$ cat src/rtl/ctrl_bus_arbiter.sv
// Two-requester (AES/SHA) bus arbiter: latches the granted instruction word and
// sends it LSB-first, one byte per accepted beat. Define ROUND_ROBIN_EN for round-robin contention.
module ctrl_bus_arbiter #(
  parameter int ADDRW = 24
) (
  input  logic             clk,
  input  logic             rst_n,
  input  logic             aes_req,
  input  logic [ADDRW+7:0] aes_data,
  output logic             aes_grant,
  input  logic             sha_req,
  input  logic [ADDRW+7:0] sha_data,
  output logic             sha_grant,
  output logic [7:0]       bus_data,
  output logic             bus_valid,
  input  logic             bus_ready,
  output logic             bus_last,
  output logic             bus_owner,
  output logic             busy
);
  localparam int W = ADDRW + 8;
  localparam int NBYTES = W / 8;
  localparam int CW = (NBYTES > 1) ? $clog2(NBYTES) : 1;
  localparam logic [CW-1:0] LAST_CNT = CW'(NBYTES - 1);

  typedef enum logic {IDLE = 1'b0, SEND = 1'b1} state_t;

  state_t        r_state;
  logic [W-1:0]  r_shift;
  logic [CW-1:0] r_cnt;
  logic [7:0]    r_bus_data;
  logic          r_bus_valid;
  logic          r_bus_last;
  logic          r_bus_owner;
  logic          r_busy;
  logic          w_aes_win;
  logic          w_sha_win;
  logic [W-1:0]  w_sel_data;
  logic [W-1:0]  w_shift_next;
`ifdef ROUND_ROBIN_EN
  logic          r_last_sha;
`endif

  assign w_sel_data   = w_sha_win ? sha_data : aes_data;
  assign w_shift_next = r_shift >> 4'd8;

  // Grant selection: only in IDLE and never while reset is asserted
  always_comb begin
    w_aes_win = 1'b0;
    w_sha_win = 1'b0;
    if (rst_n && (r_state == IDLE)) begin
      if (aes_req && sha_req) begin
`ifdef ROUND_ROBIN_EN
        w_aes_win = r_last_sha;
        w_sha_win = ~r_last_sha;
`else
        w_aes_win = 1'b1;
        w_sha_win = 1'b0;
`endif
      end else begin
        w_aes_win = aes_req;
        w_sha_win = sha_req;
      end
    end else begin
      w_aes_win = 1'b0;
      w_sha_win = 1'b0;
    end
  end

  // Arbitration/serializer FSM with registered bus outputs
  always_ff @(posedge clk or negedge rst_n) begin
    if (!rst_n) begin
      r_state     <= IDLE;
      r_shift     <= '0;
      r_cnt       <= '0;
      r_bus_data  <= 8'h00;
      r_bus_valid <= 1'b0;
      r_bus_last  <= 1'b0;
      r_bus_owner <= 1'b0;
      r_busy      <= 1'b0;
`ifdef ROUND_ROBIN_EN
      r_last_sha  <= 1'b1;
`endif
    end else begin
      case (r_state)
        IDLE: begin
          if (w_aes_win || w_sha_win) begin
            r_state     <= SEND;
            r_shift     <= w_sel_data;
            r_cnt       <= '0;
            r_bus_data  <= w_sel_data[7:0];
            r_bus_valid <= 1'b1;
            r_bus_last  <= (NBYTES == 1);
            r_bus_owner <= w_sha_win;
            r_busy      <= 1'b1;
`ifdef ROUND_ROBIN_EN
            r_last_sha  <= w_sha_win;
`endif
          end
        end
        SEND: begin
          if (r_bus_valid && bus_ready) begin
            if (r_cnt == LAST_CNT) begin
              r_state     <= IDLE;
              r_bus_data  <= 8'h00;
              r_bus_valid <= 1'b0;
              r_bus_last  <= 1'b0;
              r_busy      <= 1'b0;
            end else begin
              r_shift    <= w_shift_next;
              r_cnt      <= r_cnt + 1'b1;
              r_bus_data <= w_shift_next[7:0];
              r_bus_last <= ((r_cnt + 1'b1) == LAST_CNT);
            end
          end
        end
        default: r_state <= IDLE;
      endcase
    end
  end

  assign aes_grant = w_aes_win;
  assign sha_grant = w_sha_win;
  assign bus_data  = r_bus_data;
  assign bus_valid = r_bus_valid;
  assign bus_last  = r_bus_last;
  assign bus_owner = r_bus_owner;
  assign busy      = r_busy;

endmodule

$ cat config.mk
export PLATFORM = sky130hd
export DESIGN_NAME = ctrl_bus_arbiter
export DESIGN_NICKNAME = d
export VERILOG_FILES = /design/src/rtl/ctrl_bus_arbiter.sv
export SDC_FILE = /design/constraint.sdc
export NUM_CORES = 1
export LEC_CHECK = 0
export CORE_MARGIN = 3
export CORE_UTILIZATION = 39
export DETAILED_ROUTE_END_ITERATION = 8
export GPL_TIMING_DRIVEN = 0
export HOLD_SLACK_MARGIN = 0.02
export PLACE_DENSITY_LB_ADDON = 0.2
export SETUP_SLACK_MARGIN = 0.2
export SYNTH_ARGS = -nofsm -noshare
export SYNTH_HDL_FRONTEND = slang
export SYNTH_SLANG_ARGS = --single-unit
$ cat constraint.sdc
create_clock -name clk -period 1.6 [get_ports clk]
set_clock_uncertainty 0.05 [all_clocks]
set_input_delay 0.32 -clock clk [delete_from_list [all_inputs] [get_ports clk]]
set_output_delay 0.32 -clock clk [all_outputs]
set_load 0.005 [all_outputs]
# After elaboration in Yosys (flattened, before gate mapping)
# Cells that the tools add are included.
word_totals:
  wordCells: 52
  out_inout_bits: 14
  reg_bits: 46
classes:
  n_bitwise: 1
  n_eq_ne: 6
  muxes: 29
  n_addsub: 1
  n_reduce_logical: 8
ops:
  columns: ["operator", "count"]
  rows:
  - ["2-to-1 mux 32 bit", 4]
  - ["case mux 32 bit (2 select lines)", 1]
  - ["2-to-1 mux 8 bit", 3]
  - ["case mux 8 bit (2 select lines)", 1]
  - ["2-to-1 mux 1 bit", 13]
  - ["2-to-1 mux 2 bit", 3]
  - ["inequality test 2 x 1 -> 1 bit, second input constant", 3]
  - ["case mux 1 bit (2 select lines)", 3]
  - ["AND reduction 3 bit", 2]
  - ["== test 2 bit, second input constant", 2]
  - ["case mux 2 bit (2 select lines)", 1]
  - ["AND reduction 2 bit", 2]
  - ["logical AND 1 bit", 3]
  - ["adder 2 x 1 -> 2 bit, second input constant", 1]
  - ["inequality test 2 bit, second input constant", 1]
  - ["logical OR 1 bit", 1]
  - ["NOT 1 bit", 1]

# Logic depth before layout (Yosys ltp)
# Gate-level depths: netlist of the first run.
logic_depth:
  ltp_word: 6
  mapped_depth: 6

# Least setup slack after synthesis of the first run
# Ideal clock, no wire load.
synth_path:
  path_kind: "reg-to-reg"
  startpoint: "register r_cnt[0]"
  endpoint: "register r_shift[22]"
  n_path_buf: 1
  arrival_ps: 1481
  setup_time_ps: 126
  path_stages_with_launch: 6
  setup_slack_ps: -57
  t_required_ps: 1424
  cell_sequence: "dfrtp_1 ha_1 nand4b_4 a21boi_4 buf_6 a221o_1"
synth_via:
  elab_chain_cells: 3
synth_lines:
  columns: ["item", "line_no", "text"]
  rows:
  - ["start, declared", "30", "logic [CW-1:0] r_cnt;"]
  - ["start signal, assigned", "111", "r_cnt <= r_cnt + 1'b1;"]
  - ["== test 2 bit", "103", "if (r_cnt == LAST_CNT) begin"]
  - ["inequality test 2 bit (no source line)", null, null]
  - ["AND reduction 3 bit (no source line)", null, null]
  - ["end signal, assigned", "89", "r_shift <= w_sel_data;"]
  - ["end signal, assigned", "110", "r_shift <= w_shift_next;"]
  - ["end, declared", "29", "logic [W-1:0] r_shift;"]
# No other way between the ends.
# A chain may end at the register's enable or synchronous reset.

# Worst setup path after layout of the first run
layout_path:
  startpoint: "register r_state"
  endpoint: "output port sha_grant"
layout_via:
  elab_chain_cells: 3
layout_lines:
  columns: ["item", "line_no", "text"]
  rows:
  - ["start, declared", "28", "state_t r_state;"]
  - ["start signal, assigned", "73", "r_state <= IDLE;"]
  - ["start signal, assigned", "88", "r_state <= SEND;"]
  - ["start signal, assigned", "104", "r_state <= IDLE;"]
  - ["NOT 1 bit", null, null]
  - ["logical AND 1 bit", "51", "if (rst_n && (r_state == IDLE)) begin"]
  - ["2-to-1 mux 1 bit", "51", null]
  - ["end, declared", "13", "output logic sha_grant,"]
# No other way between the ends.

==> impl_metrics.json, run 1 <==
{
  "status": "finished with violations",
  "violations": "hold timing, setup timing",
  "ys_types": 32,
  "diodes": 0,
  "gp_congestion": 0.749,
  "ys_seq_elements": 38,
  "slew_headroom": 0.700,
  "reg2reg_depth": 6,
  "p_total_mw": 5.49,
  "htree_num_levels": 2,
  "clkSlewWorstSetupHoldPaths_ns": 0.08,
  "drt-total-wl_mm": 7.16,
  "ios": 83,
  "reg2reg_to": "r_shift[22]",
  "post-route-min-period_ns": 1.74,
  "post_drt_wl_per_cell_um": 18.0,
  "grt_pass1_vias": 2262,
  "fmax_mhz": 575,
  "r2r_slack_ns": -0.03,
  "drv_slew": 0,
  "whs_ns": -0.0576,
  "synth_area_um2": 2110,
  "worstMarginPinSlew_ns": 0.450,
  "required_ns": 1.23,
  "vias": 2226,
  "layout_commonest_cell": "clkdlybuf4s50_1",
  "clkPwrFrac": 0.155,
  "p_per_area_nw_per_um2": 1490,
  "cts_tree": "yes",
  "synth_top_area_frac": 0.451,
  "overflow": 0,
  "drt_pass1_iterations": 4,
  "final_cell_mix": "64 x clkdlybuf4s50_1, 38 x dfrtp_1, 22 x buf_4",
  "numCtsBuffers": 5,
  "ir_drop_uv": 576,
  "synth.largest_area_cell": "dfrtp_1",
  "drive_above_1_share": 0.299,
  "vias_per_cell": 5.59,
  "clockBufferDepth": 2,
  "setup_viol": 15,
  "area_growth_pct": 74.5,
  "yosysSeqAreaShare": 0.451,
  "hold_viol_final": 38,
  "r2r_start": "r_state",
  "pwr-share-seq": 0.294,
  "syn_nets": 277,
  "startpoint_type": "flop",
  "clk_latency_ns": 0.29,
  "intPower_mw": 3.59,
  "p_comb_frac": 0.551,
  "finalCritPeriodShare": 1.09,
  "coreArea_um2": 5170,
  "port_buffers": 81,
  "route.detailed.drc": 0,
  "die_y_um": 79.5,
  "power.switching_mw": 1.90,
  "initialDrtViolationCount": 132,
  "yosys_warnings": 0,
  "critPathKind": "flop to primary output",
  "rsz0062_at_grt": "true",
  "fin_ws_ns": -0.138,
  "dieArea_um2": 6320,
  "cts.root.buffer_cell": "clkbuf_8",
  "hp-class": "primary input to asynchronous set/reset pin",
  "synthTopCellsByArea": "dfrtp_1 45%, a22o_1 7.9%, a221o_1 7.6%",
  "worstPathArrival_ns": 1.37,
  "grt_max_degree": 43,
  "grt_first_pass_wirelength_mm": 11.1,
  "switching_share": 0.345,
  "rows": 26,
  "die_w_um": 79.5,
  "grt_usage": 0.224,
  "synthCells": 206,
  "final_antenna_net_count": 0,
  "hpwl_mm": 4.33,
  "cap_violations": 0,
  "endpoint_kind": "primary output",
  "async_reset_ff_frac": 1.00,
  "synth_edf_count": 0,
  "cellLeakagePower_nw": 1.57,
  "synth_area_per_cell_um2": 10.2,
  "fin_nets": 399,
  "synth_flop_cell": "dfrtp_1",
  "start_util": 0.407,
  "antenna_found_initial": 0,
  "clock-sinks": 38,
  "path_max_fanout": 3
}
## Yosys cell counts (2+ instances only)
cell and number:
dfrtp_1 38, a22o_1 19, inv_1 18, a221o_1 16, a22oi_1 16, nor3_1 16
buf_2 10, nand3_1 10, a31oi_1 9, clkbuf_1 9, o2bb2ai_1 9, a211oi_1 8
a21oi_1 3, buf_6 3, ha_1 2, nand2_1 2, nand3b_1 2, nor2b_1 2
## power groups by stage
| stage | clock network (mW) | registers, mW | logic, mW |
|---|---|---|---|
| 3_5_place_dp | 0 | 1.62 | 2.05 |
| 3_3_place_gp | 0 | 1.61 | 2.01 |
| 5_1_grt | 0.907 | 1.66 | 3.27 |
| 4_1_cts | 0.851 | 1.59 | 2.69 |
| 2_1_floorplan | 0 | 1.58 | 1.27 |
| 6_report | 0.851 | 1.61 | 3.03 |
## kinds of logic after synthesis
logic type | synth area share
buffers and inverters | 0.0932
flip-flops | 0.451
AND/OR/NAND/NOR | 0.110
adder cells (fa/ha/maj) | 0.0119
AO/OA/AOI/OAI | 0.334
## worst max-delay path, cell delays in order, from the launching register on
cell and delay [ns]:
dfrtp_1 0.41, buf_6 0.14, nor4bb_4 0.27, buf_4 0.17, buf_6 0.09
## state kept, by name, summed over array words and instances (netlist names)
name / count
bus_last: 1
busy: 1
bus_data: 8
r_cnt: 2
bus_owner: 1
r_shift: 24
r_state: 1
## layer usage
layer  global-route usage  vias up  routed length [um]
met1                0.280     1085                2850
met4               0.0567        0                  89
met3               0.0519        9                 496
met2                0.388       93                3720
met5                    0        -                   0
li1                     -     1039                   -
## final cells by class
cell class / instances / area, um^2
Tap cell: 70 / 87.6
Fill cell: 370 / 1500
Inverter: 19 / 71.3
Multi-Input combinational cell: 126 / 1120
Clock buffer: 6 / 82.6
Timing Repair Buffer: 115 / 1120
Clock inverter: 1 / 30.0
Sequential cell: 38 / 951
Buffer: 23 / 214
## how the worst max path moves through the flow
| stage | start | endpoint | slack [ns] | cells past startpoint |
|---|---|---|---|---|
| 6_report | r_state | sha_grant | -0.14 | 4 |
| 5_1_grt | r_state | sha_grant | -0.19 | 4 |
| 4_1_cts | r_state | sha_grant | -0.08 | 4 |
| 3_5_place_dp | aes_req | aes_grant | -0.90 | 5 |
| 3_3_place_gp | rst_n | aes_grant | -2.20 | 5 |
| 2_1_floorplan | r_cnt[1] | r_shift[22] | 0.01 | 5 |
## metrics by stage
step	worst slack [ns]	setup TNS, ns	instances	util	cell area, um^2
floorplan	0.0134	0	206	-	2130
global placement	-2.20	-100.91	357	0.585	3020
detailed placement	-0.901	-15.37	358	0.588	3040
CTS	-0.0777	-0.277	395	0.680	3520
global route	-0.193	-1.58	398	0.711	3680
finish	-0.138	-0.397	398	0.711	3680
## repair_timing
action                                  CTS  global route
buffers inserted                         26             2
pin swaps                                14             7
endpoints found under the hold margin    38            38
endpoints found under the setup margin   52            41
gates cloned                              4             1
gates resized for setup                  72            31
(Power assumes the default switching activity.)
==> run 2: changes to the inputs <==
SKIP_CTS_REPAIR_TIMING = 1   (was default)
==> impl_metrics.json, run 2 (synthesized netlist as in run 1, its figures left out) <==
{
  "overflow": 0,
  "die_w_um": 79.5,
  "dieArea_um2": 6320,
  "grt_max_degree": 43,
  "route.detailed.drc": 0,
  "drt_pass1_iterations": 5,
  "r2r_start": "r_cnt[0]",
  "gp_congestion": 0.749,
  "layout_commonest_cell": "clkdlybuf4s50_1",
  "slew_headroom": 0.614,
  "htree_num_levels": 2,
  "crit_family": "buffers and inverters",
  "p_comb_frac": 0.548,
  "fmax_mhz": 553,
  "r2r_slack_ns": -0.11,
  "whs_ns": -0.0575,
  "post-route-min-period_ns": 1.81,
  "reg2reg_to": "r_shift[22]",
  "critPathSlowestCell": "dfrtp_1",
  "p_total_mw": 5.48,
  "ios": 83,
  "num-fill-cells": 369,
  "intPower_mw": 3.61,
  "antenna_found_initial": 0,
  "clkSlewWorstSetupHoldPaths_ns": 0.07,
  "ir_drop_uv": 646,
  "final_cell_mix": "64 x clkdlybuf4s50_1, 38 x dfrtp_1, 27 x buf_4",
  "numCtsBuffers": 5,
  "cts.root.buffer_cell": "clkbuf_8",
  "placement.cell_area_um2": 3040,
  "crit_top_cell": "buf_6",
  "largest_register_ffs": 24,
  "power.switching_mw": 1.87,
  "coreArea_um2": 5170,
  "startpoint_type": "flop",
  "initialDrtViolationCount": 100,
  "grt_first_pass_wirelength_mm": 9.52,
  "worstPathArrival_ns": 1.44,
  "hp-class": "primary input to asynchronous set/reset pin",
  "pwr-share-seq": 0.299,
  "post_drt_wl_per_cell_um": 17.7,
  "fin_ws_ns": -0.207,
  "endpoint_kind": "primary output",
  "worstMarginPinSlew_ns": 0.579,
  "reg2reg_depth": 5,
  "final_antenna_net_count": 0,
  "multiInputGateArea_um2": 1120,
  "drive_above_1_share": 0.286,
  "die_y_um": 79.5,
  "clock-sinks": 38,
  "clockBufferDepth": 2,
  "fin_nets": 400,
  "path_buf_inv": 4,
  "start_util": 0.407,
  "crit_chain": "buf_6 > buf_8 > nor4bb_2 > buf_4 > buf_6",
  "violations": "hold timing, setup timing",
  "status": "finished with violations",
  "clkPwrFrac": 0.153,
  "critPathKind": "flop to primary output",
  "required_ns": 1.23,
  "diodes": 0,
  "final_area_um2": 3710,
  "tns_ns": -1.82,
  "critical_path.max_stage_delay_ns": 0.39,
  "regArea_um2": 951,
  "grt_usage": 0.190,
  "cellLeakagePower_nw": 1.67,
  "setup_viol": 30,
  "grt_pass1_vias": 2032,
  "clk_latency_ns": 0.29,
  "vias": 2200,
  "rows": 26,
  "vias_per_cell": 5.51,
  "drv_slew": 0,
  "rsz0062_at_grt": "true",
  "switching_share": 0.342,
  "area_growth_pct": 76.3,
  "cts_tree": "yes",
  "hold_viol_final": 38,
  "cap_violations": 0,
  "p_per_area_nw_per_um2": 1480,
  "port_buffers": 81,
  "regMostFlops": "r_shift",
  "finalCritPeriodShare": 1.13,
  "path_max_fanout": 5,
  "drt-total-wl_mm": 7.06,
  "hpwl_mm": 4.33,
  "finalCoreUtilization": 0.718
}
==> run 2: changes by cell type in the layout (fill, tap and decap cells not counted), sizes merged <==
cell,delta
dlymetal6s2s,+14
clkbuf,-4
dlygate4sd2,-12
buf,+3
==> run 2: power groups by stage <==
stage                     Sequential [mW]  Combinational, mW  Clock [mW]
after global placement               1.61               2.01           0
final                                1.64               3.00       0.837
after CTS                            1.60               2.05       0.851
after detailed placement             1.62               2.05           0
after global routing                 1.68               3.23       0.906
after floorplan                      1.58               1.27           0
==> run 2: area by class of cell <==
| class | count | area share |
|---|---|---|
| buffer | 23 | 0.0522 |
| clock buffer | 6 | 0.0222 |
| clock inverter | 1 | 0.00808 |
| inverter | 19 | 0.0192 |
| multi-input combinational | 126 | 0.302 |
| sequential | 38 | 0.256 |
| tap | 70 | 0.0236 |
| timing repair buffer | 116 | 0.317 |
==> run 2: worst max-delay path by stage <==
stage | slack, ns | endpoint | depth (start not counted) | from
finish | -0.21 | sha_grant | 5 | r_state
floorplan | 0.01 | r_shift[22] | 5 | r_cnt[1]
global route | -0.29 | sha_grant | 5 | r_state
CTS | -0.90 | aes_grant | 5 | aes_req
detailed placement | -0.90 | aes_grant | 5 | aes_req
global placement | -2.20 | aes_grant | 5 | rst_n
==> run 2: routing by layer <==
layer,vias up,global-route usage,share of wire
met3,4,0.0530,0.063
met5,-,0,0
met2,84,0.304,0.53
met1,1068,0.251,0.40
li1,1044,-,-
met4,0,0.0515,0.0047
==> run 2: metrics by stage <==
stage	std cells	setup slack, ns
6_report	399	-0.207
5_1_grt	399	-0.292
4_1_cts	365	-0.905
3_5_place_dp	358	-0.901
3_3_place_gp	357	-2.20
2_1_floorplan	206	0.0134
